$ cat src/rtl/cmd_timing_scheduler.sv
// Single-entry issue stage that holds each SoftMC DDR instruction until the
// per-bank and global DDR timing constraints allow it to reach the DFI decoder.
module cmd_timing_scheduler #(
  parameter int unsigned BANK_WIDTH = 3,
  parameter int unsigned CS_WIDTH   = 1,
  parameter int unsigned ROW_OFFSET = 15,
  parameter int unsigned WE_OFFSET  = 18,
  parameter int unsigned CAS_OFFSET = 19,
  parameter int unsigned RAS_OFFSET = 20,
  parameter int unsigned CS_OFFSET  = 21,
  parameter int unsigned TW         = 6,
  parameter int unsigned T_RCD      = 4,
  parameter int unsigned T_RP       = 4,
  parameter int unsigned T_RAS      = 10,
  parameter int unsigned T_RTP      = 2,
  parameter int unsigned T_WTP      = 8,
  parameter int unsigned T_RRD      = 2,
  parameter int unsigned T_RFC      = 40
) (
  input  logic        clk,
  input  logic        rst,
  input  logic        in_valid,
  input  logic [31:0] in_instr,
  output logic        in_ready,
  output logic        dec_en,
  output logic [31:0] dec_instr,
  output logic        err,
  output logic [1:0]  err_code,
  output logic [15:0] stall_cycles
);

  localparam int unsigned NB = 1 << BANK_WIDTH;
  localparam logic [TW-1:0] RCD_LD = TW'(T_RCD - 1);
  localparam logic [TW-1:0] RP_LD  = TW'(T_RP - 1);
  localparam logic [TW-1:0] RAS_LD = TW'(T_RAS - 1);
  localparam logic [TW-1:0] RTP_LD = TW'(T_RTP - 1);
  localparam logic [TW-1:0] WTP_LD = TW'(T_WTP - 1);
  localparam logic [TW-1:0] RRD_LD = TW'(T_RRD - 1);
  localparam logic [TW-1:0] RFC_LD = TW'(T_RFC - 1);

  typedef enum logic [2:0] {
    CMD_NOP, CMD_ACT, CMD_RD, CMD_WR, CMD_PRE, CMD_REF, CMD_OTHER
  } cmd_e;

  logic                  hold_valid_q, hold_valid_d;
  logic [31:0]           hold_q, hold_d;
  logic                  dec_en_q, dec_en_d;
  logic [31:0]           dec_instr_q, dec_instr_d;
  logic                  err_q, err_d;
  logic [1:0]            err_code_q, err_code_d;
  logic [15:0]           stall_q, stall_d;
  logic [NB-1:0]         open_q, open_d;
  logic [TW-1:0]         act_cnt_q [NB];
  logic [TW-1:0]         act_cnt_d [NB];
  logic [TW-1:0]         rcd_cnt_q [NB];
  logic [TW-1:0]         rcd_cnt_d [NB];
  logic [TW-1:0]         pre_cnt_q [NB];
  logic [TW-1:0]         pre_cnt_d [NB];
  logic [TW-1:0]         rrd_cnt_q, rrd_cnt_d;
  logic [TW-1:0]         rfc_cnt_q, rfc_cnt_d;

  logic [CS_WIDTH-1:0]   cs_n;
  logic [2:0]            rcw;
  logic [BANK_WIDTH-1:0] bank;
  cmd_e                  cmd;
  logic                  all_act_zero;
  logic                  cond_ok;
  logic                  issue;
  logic                  err_hit;
  logic [1:0]            err_hit_code;

  function automatic logic [TW-1:0] dec_sat(input logic [TW-1:0] v);
    return (v == '0) ? '0 : v - TW'(1);
  endfunction

  function automatic logic [TW-1:0] max_cnt(input logic [TW-1:0] a, input logic [TW-1:0] b);
    return (a > b) ? a : b;
  endfunction

  assign cs_n = hold_q[CS_OFFSET +: CS_WIDTH];
  assign rcw  = {hold_q[RAS_OFFSET], hold_q[CAS_OFFSET], hold_q[WE_OFFSET]};
  assign bank = hold_q[ROW_OFFSET +: BANK_WIDTH];

  // Command decode of the held instruction (deselect or H H H is a NOP)
  always_comb begin
    cmd = CMD_OTHER;
    if ((&cs_n) || (rcw == 3'b111)) begin
      cmd = CMD_NOP;
    end else begin
      case (rcw)
        3'b011:  cmd = CMD_ACT;
        3'b101:  cmd = CMD_RD;
        3'b100:  cmd = CMD_WR;
        3'b010:  cmd = CMD_PRE;
        3'b001:  cmd = CMD_REF;
        default: cmd = CMD_OTHER;
      endcase
    end
  end

  always_comb begin
    all_act_zero = 1'b1;
    for (int i = 0; i < int'(NB); i++) begin
      if (act_cnt_q[i] != '0) all_act_zero = 1'b0;
    end
  end

  // Timing gate: every non-NOP command also waits for the refresh window
  always_comb begin
    cond_ok = 1'b0;
    case (cmd)
      CMD_NOP:       cond_ok = 1'b1;
      CMD_ACT:       cond_ok = (act_cnt_q[bank] == '0) && (rrd_cnt_q == '0) && (rfc_cnt_q == '0);
      CMD_RD, CMD_WR: cond_ok = (rcd_cnt_q[bank] == '0) && (rfc_cnt_q == '0);
      CMD_PRE:       cond_ok = (pre_cnt_q[bank] == '0) && (rfc_cnt_q == '0);
      CMD_REF:       cond_ok = all_act_zero && (rfc_cnt_q == '0);
      default:       cond_ok = (rfc_cnt_q == '0);
    endcase
  end

  assign issue    = hold_valid_q && cond_ok;
  assign in_ready = !hold_valid_q || issue;

  always_comb begin
    hold_valid_d = hold_valid_q;
    hold_d       = hold_q;
    dec_en_d     = issue;
    dec_instr_d  = hold_q;
    err_d        = err_q;
    err_code_d   = err_code_q;
    stall_d      = stall_q;
    open_d       = open_q;
    rrd_cnt_d    = dec_sat(rrd_cnt_q);
    rfc_cnt_d    = dec_sat(rfc_cnt_q);
    err_hit      = 1'b0;
    err_hit_code = 2'd0;
    for (int i = 0; i < int'(NB); i++) begin
      act_cnt_d[i] = dec_sat(act_cnt_q[i]);
      rcd_cnt_d[i] = dec_sat(rcd_cnt_q[i]);
      pre_cnt_d[i] = dec_sat(pre_cnt_q[i]);
    end

    if (in_valid && in_ready) begin
      hold_valid_d = 1'b1;
      hold_d       = in_instr;
    end else if (issue) begin
      hold_valid_d = 1'b0;
    end

    if (hold_valid_q && !issue && (stall_q != 16'hFFFF)) begin
      stall_d = stall_q + 16'd1;
    end

    // Counter loads and bank state on issue; violations are flagged but still issue
    if (issue) begin
      case (cmd)
        CMD_ACT: begin
          rcd_cnt_d[bank] = RCD_LD;
          pre_cnt_d[bank] = max_cnt(pre_cnt_q[bank], RAS_LD);
          rrd_cnt_d       = RRD_LD;
          open_d[bank]    = 1'b1;
          if (open_q[bank]) begin
            err_hit      = 1'b1;
            err_hit_code = 2'd1;
          end
        end
        CMD_RD, CMD_WR: begin
          pre_cnt_d[bank] = max_cnt(dec_sat(pre_cnt_q[bank]), (cmd == CMD_RD) ? RTP_LD : WTP_LD);
          if (!open_q[bank]) begin
            err_hit      = 1'b1;
            err_hit_code = 2'd2;
          end
        end
        CMD_PRE: begin
          act_cnt_d[bank] = RP_LD;
          open_d[bank]    = 1'b0;
        end
        CMD_REF: begin
          rfc_cnt_d = RFC_LD;
          if (|open_q) begin
            err_hit      = 1'b1;
            err_hit_code = 2'd3;
          end
        end
        default: ;
      endcase
    end

    if (err_hit) begin
      err_d = 1'b1;
      if (!err_q) err_code_d = err_hit_code;
    end
  end

  always_ff @(posedge clk) begin
    if (rst) begin
      hold_valid_q <= 1'b0;
      hold_q       <= '0;
      dec_en_q     <= 1'b0;
      dec_instr_q  <= '0;
      err_q        <= 1'b0;
      err_code_q   <= 2'd0;
      stall_q      <= '0;
      open_q       <= '0;
      act_cnt_q    <= '{default: '0};
      rcd_cnt_q    <= '{default: '0};
      pre_cnt_q    <= '{default: '0};
      rrd_cnt_q    <= '0;
      rfc_cnt_q    <= '0;
    end else begin
      hold_valid_q <= hold_valid_d;
      hold_q       <= hold_d;
      dec_en_q     <= dec_en_d;
      dec_instr_q  <= dec_instr_d;
      err_q        <= err_d;
      err_code_q   <= err_code_d;
      stall_q      <= stall_d;
      open_q       <= open_d;
      act_cnt_q    <= act_cnt_d;
      rcd_cnt_q    <= rcd_cnt_d;
      pre_cnt_q    <= pre_cnt_d;
      rrd_cnt_q    <= rrd_cnt_d;
      rfc_cnt_q    <= rfc_cnt_d;
    end
  end

  assign dec_en       = dec_en_q;
  assign dec_instr    = dec_instr_q;
  assign err          = err_q;
  assign err_code     = err_code_q;
  assign stall_cycles = stall_q;

endmodule

$ cat config.mk
export PLATFORM = sky130hd
export DESIGN_NAME = cmd_timing_scheduler
export DESIGN_NICKNAME = d
export VERILOG_FILES = /design/src/rtl/cmd_timing_scheduler.sv
export SDC_FILE = /design/constraint.sdc
export NUM_CORES = 1
export LEC_CHECK = 0
export ABC_AREA = 1
export CORE_UTILIZATION = 38
export DETAILED_ROUTE_END_ITERATION = 16
export MAX_ROUTING_LAYER = met4
export PLACE_DENSITY_LB_ADDON = 0.2
export SLEW_MARGIN = 25
export SYNTH_ARGS = -nofsm -noshare
export SYNTH_HDL_FRONTEND = slang
export SYNTH_SLANG_ARGS = --single-unit
export TNS_END_PERCENT = 30
$ cat constraint.sdc
create_clock -name clk -period 4.88 [get_ports clk]
set_input_delay 0.732 -clock clk [delete_from_list [all_inputs] [get_ports clk]]
set_output_delay 0.732 -clock clk [all_outputs]
set_load 0.02 [all_outputs]
# After elaboration in Yosys (flattened, before gate mapping)
# Index checks and enable logic that the tools add are counted.
[totals]
regBits = 249
input_bits = 35
output_inout_bits = 53
word_cells = 230
[classes]
add_sub_neg = 28
n_lt_le_gt_ge = 6
eq_ne = 12
mux = 81
bitwise_logic = 10
reduce_logical = 59
[ops]
columns = ["cell", "count"]
rows = [
  ["48-bit 2-to-1 mux", 5],
  ["6-bit 2-to-1 mux", 40],
  ["6-bit logical NOT", 29],
  ["6-bit by 1-bit subtractor with 6-bit output (second input constant)", 27],
  ["48-bit bitwise mux", 2],
  ["48-bit one-hot mux with 2 select lines", 1],
  ["32-bit AND", 2],
  ["6-bit binary-select mux with 3-bit select", 3],
  ["6-bit nonzero test", 8],
  ["32-bit inverter", 1],
  ["16-bit OR", 2],
  ["6-bit demux with 3-bit select", 1],
  ["1-bit 2-to-1 mux", 17],
  ["16-bit by 1-bit adder with 16-bit output (second input constant)", 1],
  ["16-bit inequality test (second input constant)", 1],
  ["8-bit one-hot mux with 2 select lines", 1],
  ["3-bit equality test (second input constant)", 5],
  ["3-bit one-hot mux with 5 select lines", 1],
  ["3-bit by 2-bit equality test with 1-bit output (second input constant)", 4],
  ["1-bit logical AND", 11],
  ["8-bit AND", 1],
  ["8-bit inverter", 1],
  ["8-bit OR", 1],
  ["8-bit OR reduction", 1],
  ["other kinds (22)", 30],
]

# Longest topological paths before layout
# Gate-level depths: netlist (run 1).
[logic_depth]
depth_word = 15
ltp_mapped = 28
depth_no_buf = 26

# Worst setup path after synthesis (run 1)
# Ideal clock, no wire load.
[synth_path]
path_kind = "flip-flop to flip-flop"
from = "register hold_q[15] (netlist: dec_instr_d[15])"
to = "register pre_cnt_q[31] (netlist bit)"
arrival_ps = 2896
slack_ps = 1852
path_stages_with_launch = 23
n_path_buf = 3
synth_period_minus_slack_ps = 3028
path_cell_list = "dfxtp_1 buf_6 buf_6 buf_2 o21ai_0 nand2_1 nand2_1 nand2_1 nand2_1 inv_1 ha_1 or2_2 a21oi_1 ha_1 a21o_1 nand2_1 nand4_1 nand2_2 nand2_1 nand2_1 nand2_1 nand2_1 a21oi_1"
[synth_via]
elab_chain_cells = 11
elab_cells_between_ends = 34
classes_between = "add/sub (1); order compare (4); mux (19); bitwise (1); reduce/logical (9)"
[synth_rtl]
columns = ["element", "line", "source"]
rows = [
  ["start, declared", "46", "logic [31:0] hold_q, hold_d;"],
  ["start signal, assigned", "212", "hold_q <= hold_d;"],
  ["3-bit inverter with 4-bit output *", "-", ""],
  ["6-bit binary-select mux with 3-bit select", "115, 159, 168", ""],
  ["6-bit 2-to-1 mux (not written as such) (2 in a row)", "115, 159, 168", ""],
  ["6-bit by 1-bit subtractor with 6-bit output / 6-bit logical NOT (equally long branches)", "73, 115", ""],
  ["6-bit 2-to-1 mux", "73", "return (v == '0) ? '0 : v - TW'(1);"],
  ["6-bit by 3-bit greater-than comparator with 1-bit output", "77", "return (a > b) ? a : b;"],
  ["6-bit 2-to-1 mux", "77", ""],
  ["48-bit bitwise mux", "168", "pre_cnt_d[bank] = max_cnt(dec_sat(pre_cnt_q[bank]), (cmd == CMD_RD) ? RTP_LD : WTP_LD);"],
  ["48-bit one-hot mux with 2 select lines", "156", "case (cmd)"],
  ["48-bit 2-to-1 mux *", "155", "if (issue) begin"],
  ["end signal, assigned", "221", "pre_cnt_q <= pre_cnt_d;"],
  ["end, declared", "57", "logic [TW-1:0] pre_cnt_q [NB];"],
]
# Every way passes the cells marked *; elsewhere a longest branch is shown, timed or not. The select of a mux whose other input is x is not followed.
# A chain may end at the register's enable or synchronous reset.

# Worst setup path after layout (run 1)
[layout_path]
from = "register hold_q[16] (netlist: dec_instr_d[16])"
to = "output in_ready"
[layout_via]
elab_chain_cells = 10
elab_cells_between_ends = 20
classes_between = "mux (10); bitwise (1); reduce/logical (9)"
[layout_rtl]
columns = ["element", "line", "source"]
rows = [
  ["3-bit inverter with 4-bit output (not written as such) *", "113, 114, 115", ""],
  ["6-bit binary-select mux with 3-bit select", "113", "CMD_ACT: cond_ok = (act_cnt_q[bank] == '0) && (rrd_cnt_q == '0) && (rfc_cnt_q == '0);"],
  ["6-bit 2-to-1 mux (not written as such) (2 in a row)", "113", ""],
  ["6-bit logical NOT", "113", ""],
  ["1-bit logical AND (2 in a row)", "113", ""],
  ["1-bit one-hot mux with 5 select lines *", "111", "case (cmd)"],
  ["1-bit logical AND *", "121", "assign issue = hold_valid_q && cond_ok;"],
  ["1-bit logical OR *", "122", "assign in_ready = !hold_valid_q || issue;"],
  ["end, declared", "24", "output logic in_ready,"],
]
# Marks and branches as above.

==> results.toml, run 1 <==
[sta]
finalMaxSlewViolations = 0
slew_headroom = 0.455
rsz0062_at_grt = "false"
finalClockSkew_ns = 0.0149
period_minus_slack_ns = 4.47
setup_tns_ns = 0
max_freq_mhz = 224
worst_pin_slew_ns = 0.817
period_share = 0.916
setup_viol = 0
finalHoldViolCount = 0

[power_and_ir_drop]
p_int_uw = 5580
pwr-share-seq = 0.305
p_sw_uw = 4300
power_frac_clock = 0.222
switching_share = 0.435
design_power_total_uw = 9880
ir_drop_mv = 0.336
powerDensity_nw_per_um2 = 633
leakage_uw = 0.00699
p_comb_frac = 0.473

[global_route]
grt_pass1_wl_um = 62100
grt.total_usage = 0.219
overflow = 0
grt_pass1_vias = 11900
antenna_found_initial = 0
grt_max_degree = 65

[clocking]
cts_sinks = 249
cts_buffers = 29
ctsHoldBuffers = 0
clock_latency_ns = 0.56
h-tree-depth = 1
cts_tree = "built"
cts-root-buf = "clkbuf_16"
postCtsSetupBuffers = 0
cts_buffer_depth = 3
clk_pin_slew_worst_paths_ns = 0.06
cts_resized = 0

[layout]
stdcell_area_sq_um = 15600
instances_no_fill = 2474
multi_input_comb_area_sq_um = 7300
fin_nets = 2084
antennaDiodeCount = 0
fill_cells = 3614
syn2layout_area_growth_pct = 15.7
regArea_sq_um = 4990
drive_above_1_share = 0.0708

[placement]
place_area_sq_um = 14600
dp.cells = 2420
finalWeightedCongestion = 0.892
dp_hpwl_um = 26000
portBuffers = 87

[yosys]
yosys_warnings = 0
avgSynthCellArea_sq_um = 6.94
syn_area_sq_um = 13500
yosys_register_bits = 249
syn-instance-count = 1943
syn_nets = 2031
synthDistinctLibCells = 48
ys_seq_area_frac = 0.370
ys.flop_type = "dfxtp_1"
async_flop_share = 0
synth_edf_count = 0

[worst_setup_path]
cp-start-kind = "flop"
crit_path_end_kind = "output pin"
critPathMaxStageDelay_ns = 0.58
crit_chain = "inv_1 -> nor2_1 -> nand3_1 -> nand2_1 -> nor2_4 -> ha_1 -> nand2_4 -> nor2_4 -> nand2_4 -> nor2_2 -> nor2_2 -> nand2_2 -> nand2_4 -> nand3_2 -> clkdlybuf4s50_1"
cp_slowest_cell = "clkdlybuf4s50_1"
crit_top_cell = "nand2_4"
worstPathArrival_ns = 3.74
crit_type = "reg -> out"
cp_max_fo = 12
required_ns = 4.15

[floorplanning]
num_io_pins = 88
initial_core_util = 0.388
num_rows = 68
die_x_um = 190
dieArea_sq_um = 36200
dieHeight_um = 190
core-area_sq_um = 34700

[hold_path]
hold_path_class = "reg -> reg"

[drt]
ant_nets = 0
dr.pass1.iters = 5
remaining_drc_errors = 0
vias_per_cell = 5.02
finalWirelength_um = 38200
route.vias.total = 12400
drtIter0Drc = 824
wl_per_cell_um = 15.4

[outcome]
status = "finished, final reports clean"

[flow_run]
maxCapViolations = 0
## per-layer routing
layer	track usage	vias up	part of all wire
li1	-	6338	-
met1	0.277	5699	0.46
met2	0.362	320	0.46
met3	0.0375	54	0.065
met4	0.0498	0	0.019
met5	-	-	0
## layout by cell type (no fill, tap or decap), types with 11 or more instances in the layout
cell	synthesis	routed
ha_1	53	53
nand3_2	14	14
xnor2_1	32	32
inv_1	205	204
o21ai_0	87	87
clkdlybuf4s50_1	0	86
o211ai_1	25	25
a21oi_1	145	145
o22ai_1	22	22
nor3_1	31	31
nand2_1	486	485
nand4_1	22	22
clkbuf_16	0	29
nand2_4	10	11
dfxtp_1	249	248
nor2_1	237	236
or2_2	19	19
nand3_1	86	86
xor2_1	62	62
o21ai_1	23	23
## worst max-delay path: cells and delay by family, from the launching register on
family	cells	cell delay, ns
fa+ha+maj	1	0.24
buf+inv	2	0.86
flops	1	0.56
simple gates	12	1.50
## power groups by stage
stage                     clock network, uW  registers [uW]  logic [uW]
final                                  2190            3010        4670
after global routing                   2320            3080        5360
after CTS                              2240            3010        4680
after detailed placement                  0            3040        4650
after global placement                    0            3040        4570
after floorplan                           0            2960        3580
## final timing paths
kind                                 from  cells past startpoint                       end  slack, ns
max          dec_instr_d[16]$_SDFFE_PP0P_                     15                  in_ready       0.41
min           dec_instr_d[8]$_SDFFE_PP0P_                      2   dec_instr[8]$_SDFF_PP0_       0.43
max reg2reg  dec_instr_d[16]$_SDFFE_PP0P_                     18  pre_cnt_q[32]$_SDFF_PP0_       1.03
min reg2reg   dec_instr_d[8]$_SDFFE_PP0P_                      2   dec_instr[8]$_SDFF_PP0_       0.43
## registers in the layout, summed over array words and instances (netlist names), named ones only
signal and flops:
rfc_cnt_q 6, stall_cycles 16, act_cnt_q 48, err_code 2
hold_valid_q 1, rrd_cnt_q 6, dec_en 1, dec_instr 32
err 1, pre_cnt_q 48, dec_instr_d 32, rcd_cnt_q 48
## through the flow
step	worst slack, ns	utilization	hold WS, ns
after floorplan	1.85	-	0.410
after global placement	1.04	0.421	0.418
after detailed placement	1.02	0.421	0.422
after CTS	0.413	0.449	0.430
after global routing	0.123	0.449	0.442
final	0.408	0.449	0.425
## cell usage after synthesis, types with 5 or more instances
library cell | n | area (sq um)
a21oi_1 | 145 | 726
a31oi_1 | 6 | 37.5
buf_1 | 7 | 26.3
buf_2 | 15 | 75.1
buf_4 | 7 | 52.6
buf_6 | 9 | 101
clkbuf_1 | 37 | 139
dfxtp_1 | 249 | 4980
ha_1 | 53 | 663
inv_1 | 205 | 769
inv_2 | 7 | 26.3
nand2_1 | 486 | 1820
nand2_2 | 10 | 62.6
nand2_4 | 10 | 113
nand3_1 | 86 | 430
nand3_2 | 14 | 140
nand4_1 | 22 | 138
nor2_1 | 237 | 890
nor3_1 | 31 | 155
nor4_1 | 5 | 31.3
o211ai_1 | 25 | 188
o21ai_0 | 87 | 435
o21ai_1 | 23 | 115
o22ai_1 | 22 | 138
or2_2 | 19 | 119
xnor2_1 | 32 | 280
xor2_1 | 62 | 543
## logic make-up after synthesis
group,share of synthesized area
simple gates,0.301
compound gates,0.130
buf+inv,0.0894
flops,0.370
xor+xnor,0.0611
fa+ha+maj,0.0492
## cell type report
type	instances	share of cell area
inverter	215	0.0522
multi-input combinational	1404	0.468
tap	455	0.0365
clock buffer	38	0.0526
timing repair buffer	97	0.0613
clock inverter	16	0.00955
sequential	249	0.320
No activity file was read; power rests on OpenSTA's default activity.
==> run 2: changes to the inputs <==
--- a/config.mk
+++ b/config.mk
@@ -6,10 +6,11 @@
 export NUM_CORES = 1
 export LEC_CHECK = 0
 export ABC_AREA = 1
-export CORE_UTILIZATION = 38
+export CORE_UTILIZATION = 65
 export DETAILED_ROUTE_END_ITERATION = 16
 export MAX_ROUTING_LAYER = met4
 export PLACE_DENSITY_LB_ADDON = 0.2
+export SKIP_LAST_GASP = 1
 export SLEW_MARGIN = 25
 export SYNTH_ARGS = -nofsm -noshare
 export SYNTH_HDL_FRONTEND = slang
==> run 2 against run 1 <==
  * Register-to-register slack worse by 0.34 ns
  * Global-route usage up 14 points
  * Hold slack better by 0.0039 ns
  * Critical path depth is the same
  * Sequential power barely moved
  * Setup slack worse by 0.30 ns
  * Clock skew grew 0.0018 ns
  * Non-clock buffer count up 3
  * Sequential share of layout area is 0.53 points higher
  * Sequential cell count unchanged
==> results.toml, run 2 (synthesis results as in run 1) <==
[floorplanning]
dieHeight_um = 146
initial_core_util = 0.664
num_io_pins = 88
dieArea_sq_um = 21300
num_rows = 52
die_x_um = 146
core-area_sq_um = 20300

[clocking]
clk_pin_slew_worst_paths_ns = 0.06
cts_buffers = 27
postCtsSetupBuffers = 0
cts_buffer_depth = 3
h-tree-depth = 1
cts_tree = "built"
cts-root-buf = "clkbuf_16"
cts_resized = 0
cts_sinks = 249
ctsHoldBuffers = 0
clock_latency_ns = 0.56

[global_route]
overflow = 0
grt_pass1_vias = 12500
grt_pass1_wl_um = 60300
antenna_found_initial = 0
grt.total_usage = 0.355
grt_max_degree = 73

[power_and_ir_drop]
p_sw_uw = 4350
ir_drop_mv = 0.366
pwr-share-seq = 0.305
leakage_uw = 0.00696
power_frac_clock = 0.215
powerDensity_nw_per_um2 = 645
p_comb_frac = 0.480
switching_share = 0.440
p_int_uw = 5550

[layout]
syn2layout_area_growth_pct = 13.7
fin_nets = 2085
final_cell_mix = "nand2_1 (485), dfxtp_1 (249), nor2_1 (236)"
reg_top3 = "act_cnt_q x48, pre_cnt_q x48, rcd_cnt_q x48"
final_common_cell = "nand2_1"
antennaDiodeCount = 0
utilization = 0.755
drive_above_1_share = 0.0684

[worst_setup_path]
crit_type = "reg -> out"
cp-start-kind = "flop"
cp_top_family = "simple AND/OR/NAND/NOR gates"
critPathLaunch = "dec_instr_d[16]$_SDFFE_PP0P_"
required_ns = 4.15
cp_slowest_cell = "dfxtp_1"
path_buf_inv = 2
crit_chain = "inv_1 -> nor2_1 -> nand3_1 -> nand2_1 -> nor2_4 -> ha_1 -> nand2_4 -> nor2_4 -> nand2_4 -> nor2_2 -> nor2_2 -> nand2_2 -> nand2_4 -> nand3_2 -> clkdlybuf4s50_1"
r2r-start = "dec_instr_d[16]$_SDFFE_PP0P_"
crit_top_cell = "nand2_4"
path_depth = 15
cp_max_fo = 12
crit_path_end_kind = "output pin"
critPathMaxStageDelay_ns = 0.61
rr_worst_depth = 18
endpoint = "in_ready"
worstPathArrival_ns = 4.04
r2r_slack_ns = 0.69
r2r_end = "pre_cnt_q[25]$_SDFF_PP0_"

[flow_run]
maxCapViolations = 0

[hold_path]
hold_path_class = "reg -> reg"
min_from = "dec_instr_d[5]$_SDFFE_PP0P_"

[sta]
max_freq_mhz = 209
period_share = 0.978
finalHoldViolCount = 0
setup_viol = 0
rsz0062_at_grt = "false"
finalClockSkew_ns = 0.0166
setup_tns_ns = 0
worst_pin_slew_ns = 0.971
slew_headroom = 0.347
finalMaxSlewViolations = 0
period_minus_slack_ns = 4.77

[outcome]
status = "finished, final reports clean"

[drt]
drtIter0Drc = 994
vias_per_cell = 5.65
dr.pass1.iters = 5
route.vias.total = 12900
finalWirelength_um = 36700
ant_nets = 0
wl_per_cell_um = 16.1
remaining_drc_errors = 0

[placement]
portBuffers = 87
finalWeightedCongestion = 0.943
dp_hpwl_um = 24700
==> run 2: through the flow <==
| stage | setup slack (ns) | power [uW] | instance area [sq um] | std cells | hold slack (ns) |
|---|---|---|---|---|---|
| final | 0.106 | 9900 | 15300 | 2287 | 0.429 |
| after floorplan | 1.85 | 6540 | 13500 | 1943 | 0.410 |
| after CTS | 0.177 | 9820 | 15300 | 2287 | 0.431 |
| after global placement | 0.690 | 7450 | 14400 | 2238 | 0.417 |
| after detailed placement | 0.802 | 7640 | 14400 | 2238 | 0.421 |
| after global routing | 0.0217 | 10600 | 15300 | 2287 | 0.438 |
==> run 2: worst register-to-register path: stages (launching register included) <==
cell	delay, ns
dfxtp_1	0.61
inv_1	0.33
nor2_1	0.50
nand3_1	0.21
nand2_1	0.18
nor2_4	0.07
ha_1	0.25
or2_2	0.31
a21oi_1	0.21
ha_1	0.28
a21o_1	0.16
nand2_1	0.10
nand4_1	0.16
nand2_2	0.31
nand2_1	0.09
nand2_1	0.07
nand2_1	0.06
nand2_1	0.06
a21oi_1	0.07
==> run 2: final cells by class <==
class / instances / area [sq um]
multi-input combinational: 1404 / 7300
inverter: 215 / 811
sequential: 249 / 4980
clock buffer: 37 / 753
fill: 1564 / 4970
timing repair buffer: 100 / 978
tap: 270 / 338
clock inverter: 12 / 169
==> run 2: power by group through the flow <==
| stage | Sequential (uW) | Combinational [uW] | Clock, uW |
|---|---|---|---|
| final | 3020 | 4750 | 2130 |
| after detailed placement | 3040 | 4600 | 0 |
| after CTS | 3010 | 4670 | 2150 |
| after global placement | 3020 | 4430 | 0 |
| after global routing | 3080 | 5310 | 2230 |
| after floorplan | 2960 | 3580 | 0 |
==> run 2: worst min-delay path by stage <==
stage	end	cells after the start	slack, ns
floorplan	dec_instr[0]$_SDFF_PP0_	2	0.41
global placement	dec_instr[8]$_SDFF_PP0_	2	0.42
detailed placement	dec_instr[0]$_SDFF_PP0_	2	0.42
CTS	dec_instr[5]$_SDFF_PP0_	2	0.43
global route	dec_instr[0]$_SDFF_PP0_	2	0.44
finish	dec_instr[5]$_SDFF_PP0_	2	0.43
==> run 2: metal layers <==
metal  up-vias  part of all wire  global-route usage
met3       117             0.090              0.0549
met2       604              0.45               0.572
met5         -                 0                   -
met1      5865              0.42               0.443
met4         0             0.041               0.146
li1       6341                 -                   -
==> run 3: changes to the inputs <==
--- a/config.mk
+++ b/config.mk
@@ -6,10 +6,11 @@
 export NUM_CORES = 1
 export LEC_CHECK = 0
 export ABC_AREA = 1
+export CAP_MARGIN = 20
 export CORE_UTILIZATION = 65
 export DETAILED_ROUTE_END_ITERATION = 16
 export MAX_ROUTING_LAYER = met4
-export PLACE_DENSITY_LB_ADDON = 0.2
+export PLACE_DENSITY = 0.86
 export SKIP_LAST_GASP = 1
 export SLEW_MARGIN = 25
 export SYNTH_ARGS = -nofsm -noshare
==> run 3 against run 2 <==
  * Combinational power hardly changed
  * Clock-buffer cell count is 4 lower
  * Maximum frequency increased by 4.8%
  * Critical path type unchanged
  * Die area is the same
  * Routed wire length is 0.48% higher
  * Critical endpoint unchanged
==> results.toml, run 3 (synthesis results as in run 1) <==
[sta]
setup_viol = 0
worst_pin_slew_ns = 1.05
finalClockSkew_ns = 0.0190
finalMaxSlewViolations = 0
finalHoldViolCount = 0
slew_headroom = 0.293
holdWs_ns = 0.429
max_freq_mhz = 220
setup_tns_ns = 0
period_minus_slack_ns = 4.55
rsz0062_at_grt = "false"
period_share = 0.933

[layout]
syn2layout_area_growth_pct = 14.3
utilization = 0.759
antennaDiodeCount = 0
final_cell_mix = "nand2_1 (485), dfxtp_1 (249), nor2_1 (236)"
final_common_cell = "nand2_1"
fin_nets = 2087
drive_above_1_share = 0.0709
fill_cells = 1569
reg_top3 = "act_cnt_q x48, pre_cnt_q x48, rcd_cnt_q x48"

[clocking]
cts_sinks = 249
cts_buffer_depth = 3
cts-root-buf = "clkbuf_16"
h-tree-depth = 1
clock_latency_ns = 0.56
ctsHoldBuffers = 0
postCtsSetupBuffers = 0
clk_pin_slew_worst_paths_ns = 0.06
cts_tree = "built"
cts_buffers = 26
cts_resized = 0

[floorplanning]
die_x_um = 146
dieHeight_um = 146
num_io_pins = 88
dieArea_sq_um = 21300
num_rows = 52
initial_core_util = 0.664
core-area_sq_um = 20300

[hold_path]
min_from = "dec_instr_d[6]$_SDFFE_PP0P_"
hold_path_class = "reg -> reg"

[worst_setup_path]
required_ns = 4.15
worstPathArrival_ns = 3.82
critPathLaunch = "dec_instr_d[15]$_SDFFE_PP0P_"
cp_max_fo = 32
cp_slowest_cell = "dfxtp_1"
cp-start-kind = "flop"
crit_top_cell = "nand2_1"
critPathMaxStageDelay_ns = 0.73
crit_path_end_kind = "output pin"
crit_type = "reg -> out"
path_buf_inv = 2
crit_chain = "inv_4 -> nand2_1 -> nand2_1 -> nand2_1 -> nand2_1 -> nand2_1 -> nand2_1 -> nor2_1 -> nand2_4 -> nor2_2 -> nor2_2 -> nand2_2 -> nand2_4 -> nand3_2 -> clkdlybuf4s50_1"
cp_top_family = "simple AND/OR/NAND/NOR gates"
r2r-start = "dec_instr_d[15]$_SDFFE_PP0P_"

[power_and_ir_drop]
powerDensity_nw_per_um2 = 651
leakage_uw = 0.00701
ir_drop_mv = 0.403

[global_route]
grt_max_degree = 67
grt_pass1_wl_um = 60200
overflow = 0
grt.total_usage = 0.354
grt_pass1_vias = 12600
antenna_found_initial = 0

[drt]
ant_nets = 0
route.vias.total = 13000
wl_per_cell_um = 16.1
remaining_drc_errors = 0
finalWirelength_um = 36900
drtIter0Drc = 1004
dr.pass1.iters = 7
vias_per_cell = 5.68

[placement]
portBuffers = 87
dp_hpwl_um = 24700
finalWeightedCongestion = 1.00

[flow_run]
maxCapViolations = 0

[outcome]
status = "finished, final reports clean"
run 3: worst reg2reg max path: cells and delay by family (launching register included):
kind	cells	cell delay, ns
compound gates	3	0.46
flops	1	0.73
fa+ha+maj	2	0.52
buf+inv	2	0.43
simple gates	14	1.70
run 3: area by class of cell:
type | count | area (sq um) | area share
multi-input combinational | 1404 | 7290 | 0.473
sequential | 249 | 4980 | 0.324
timing repair buffer | 103 | 988 | 0.0642
inverter | 215 | 811 | 0.0526
clock buffer | 33 | 737 | 0.0478
tap | 270 | 338 | 0.0219
clock inverter | 14 | 253 | 0.0164
run 3: final timing paths:
kind | endpoint | depth (start not counted) | slack, ns
setup / recovery | in_ready | 15 | 0.33
hold / removal | dec_instr[6]$_SDFF_PP0_ | 2 | 0.43
setup reg to reg | pre_cnt_q[31]$_SDFF_PP0_ | 21 | 0.88
hold reg to reg | dec_instr[6]$_SDFF_PP0_ | 2 | 0.43
run 3: per-stage QoR:
| step | power, uW | area [sq um] | worst slack [ns] | cells |
|---|---|---|---|---|
| 2_1_floorplan | 6540 | 13500 | 1.85 | 1943 |
| 3_3_place_gp | 7430 | 14400 | 1.11 | 2241 |
| 3_5_place_dp | 7640 | 14400 | 1.01 | 2241 |
| 4_1_cts | 9950 | 15400 | 0.427 | 2288 |
| 5_1_grt | 10700 | 15400 | 0.116 | 2288 |
| 6_report | 10000 | 15400 | 0.326 | 2288 |
run 3: per-layer routing:
metal,vias to the layer above,global-route usage,routed length [um]
li1,6334,-,-
met1,5953,0.424,15100
met2,591,0.575,16900
met3,125,0.0724,3500
met4,0,0.159,1390
met5,-,-,0
run 3: report_power, final:
part	total, uW	switching, uW	leakage (uW)	internal [uW]
clock network	2260	866	0.000489	1390
logic	4750	3060	0.00447	1700
registers	3020	414	0.00205	2610
total	10000	4340	0.00701	5690
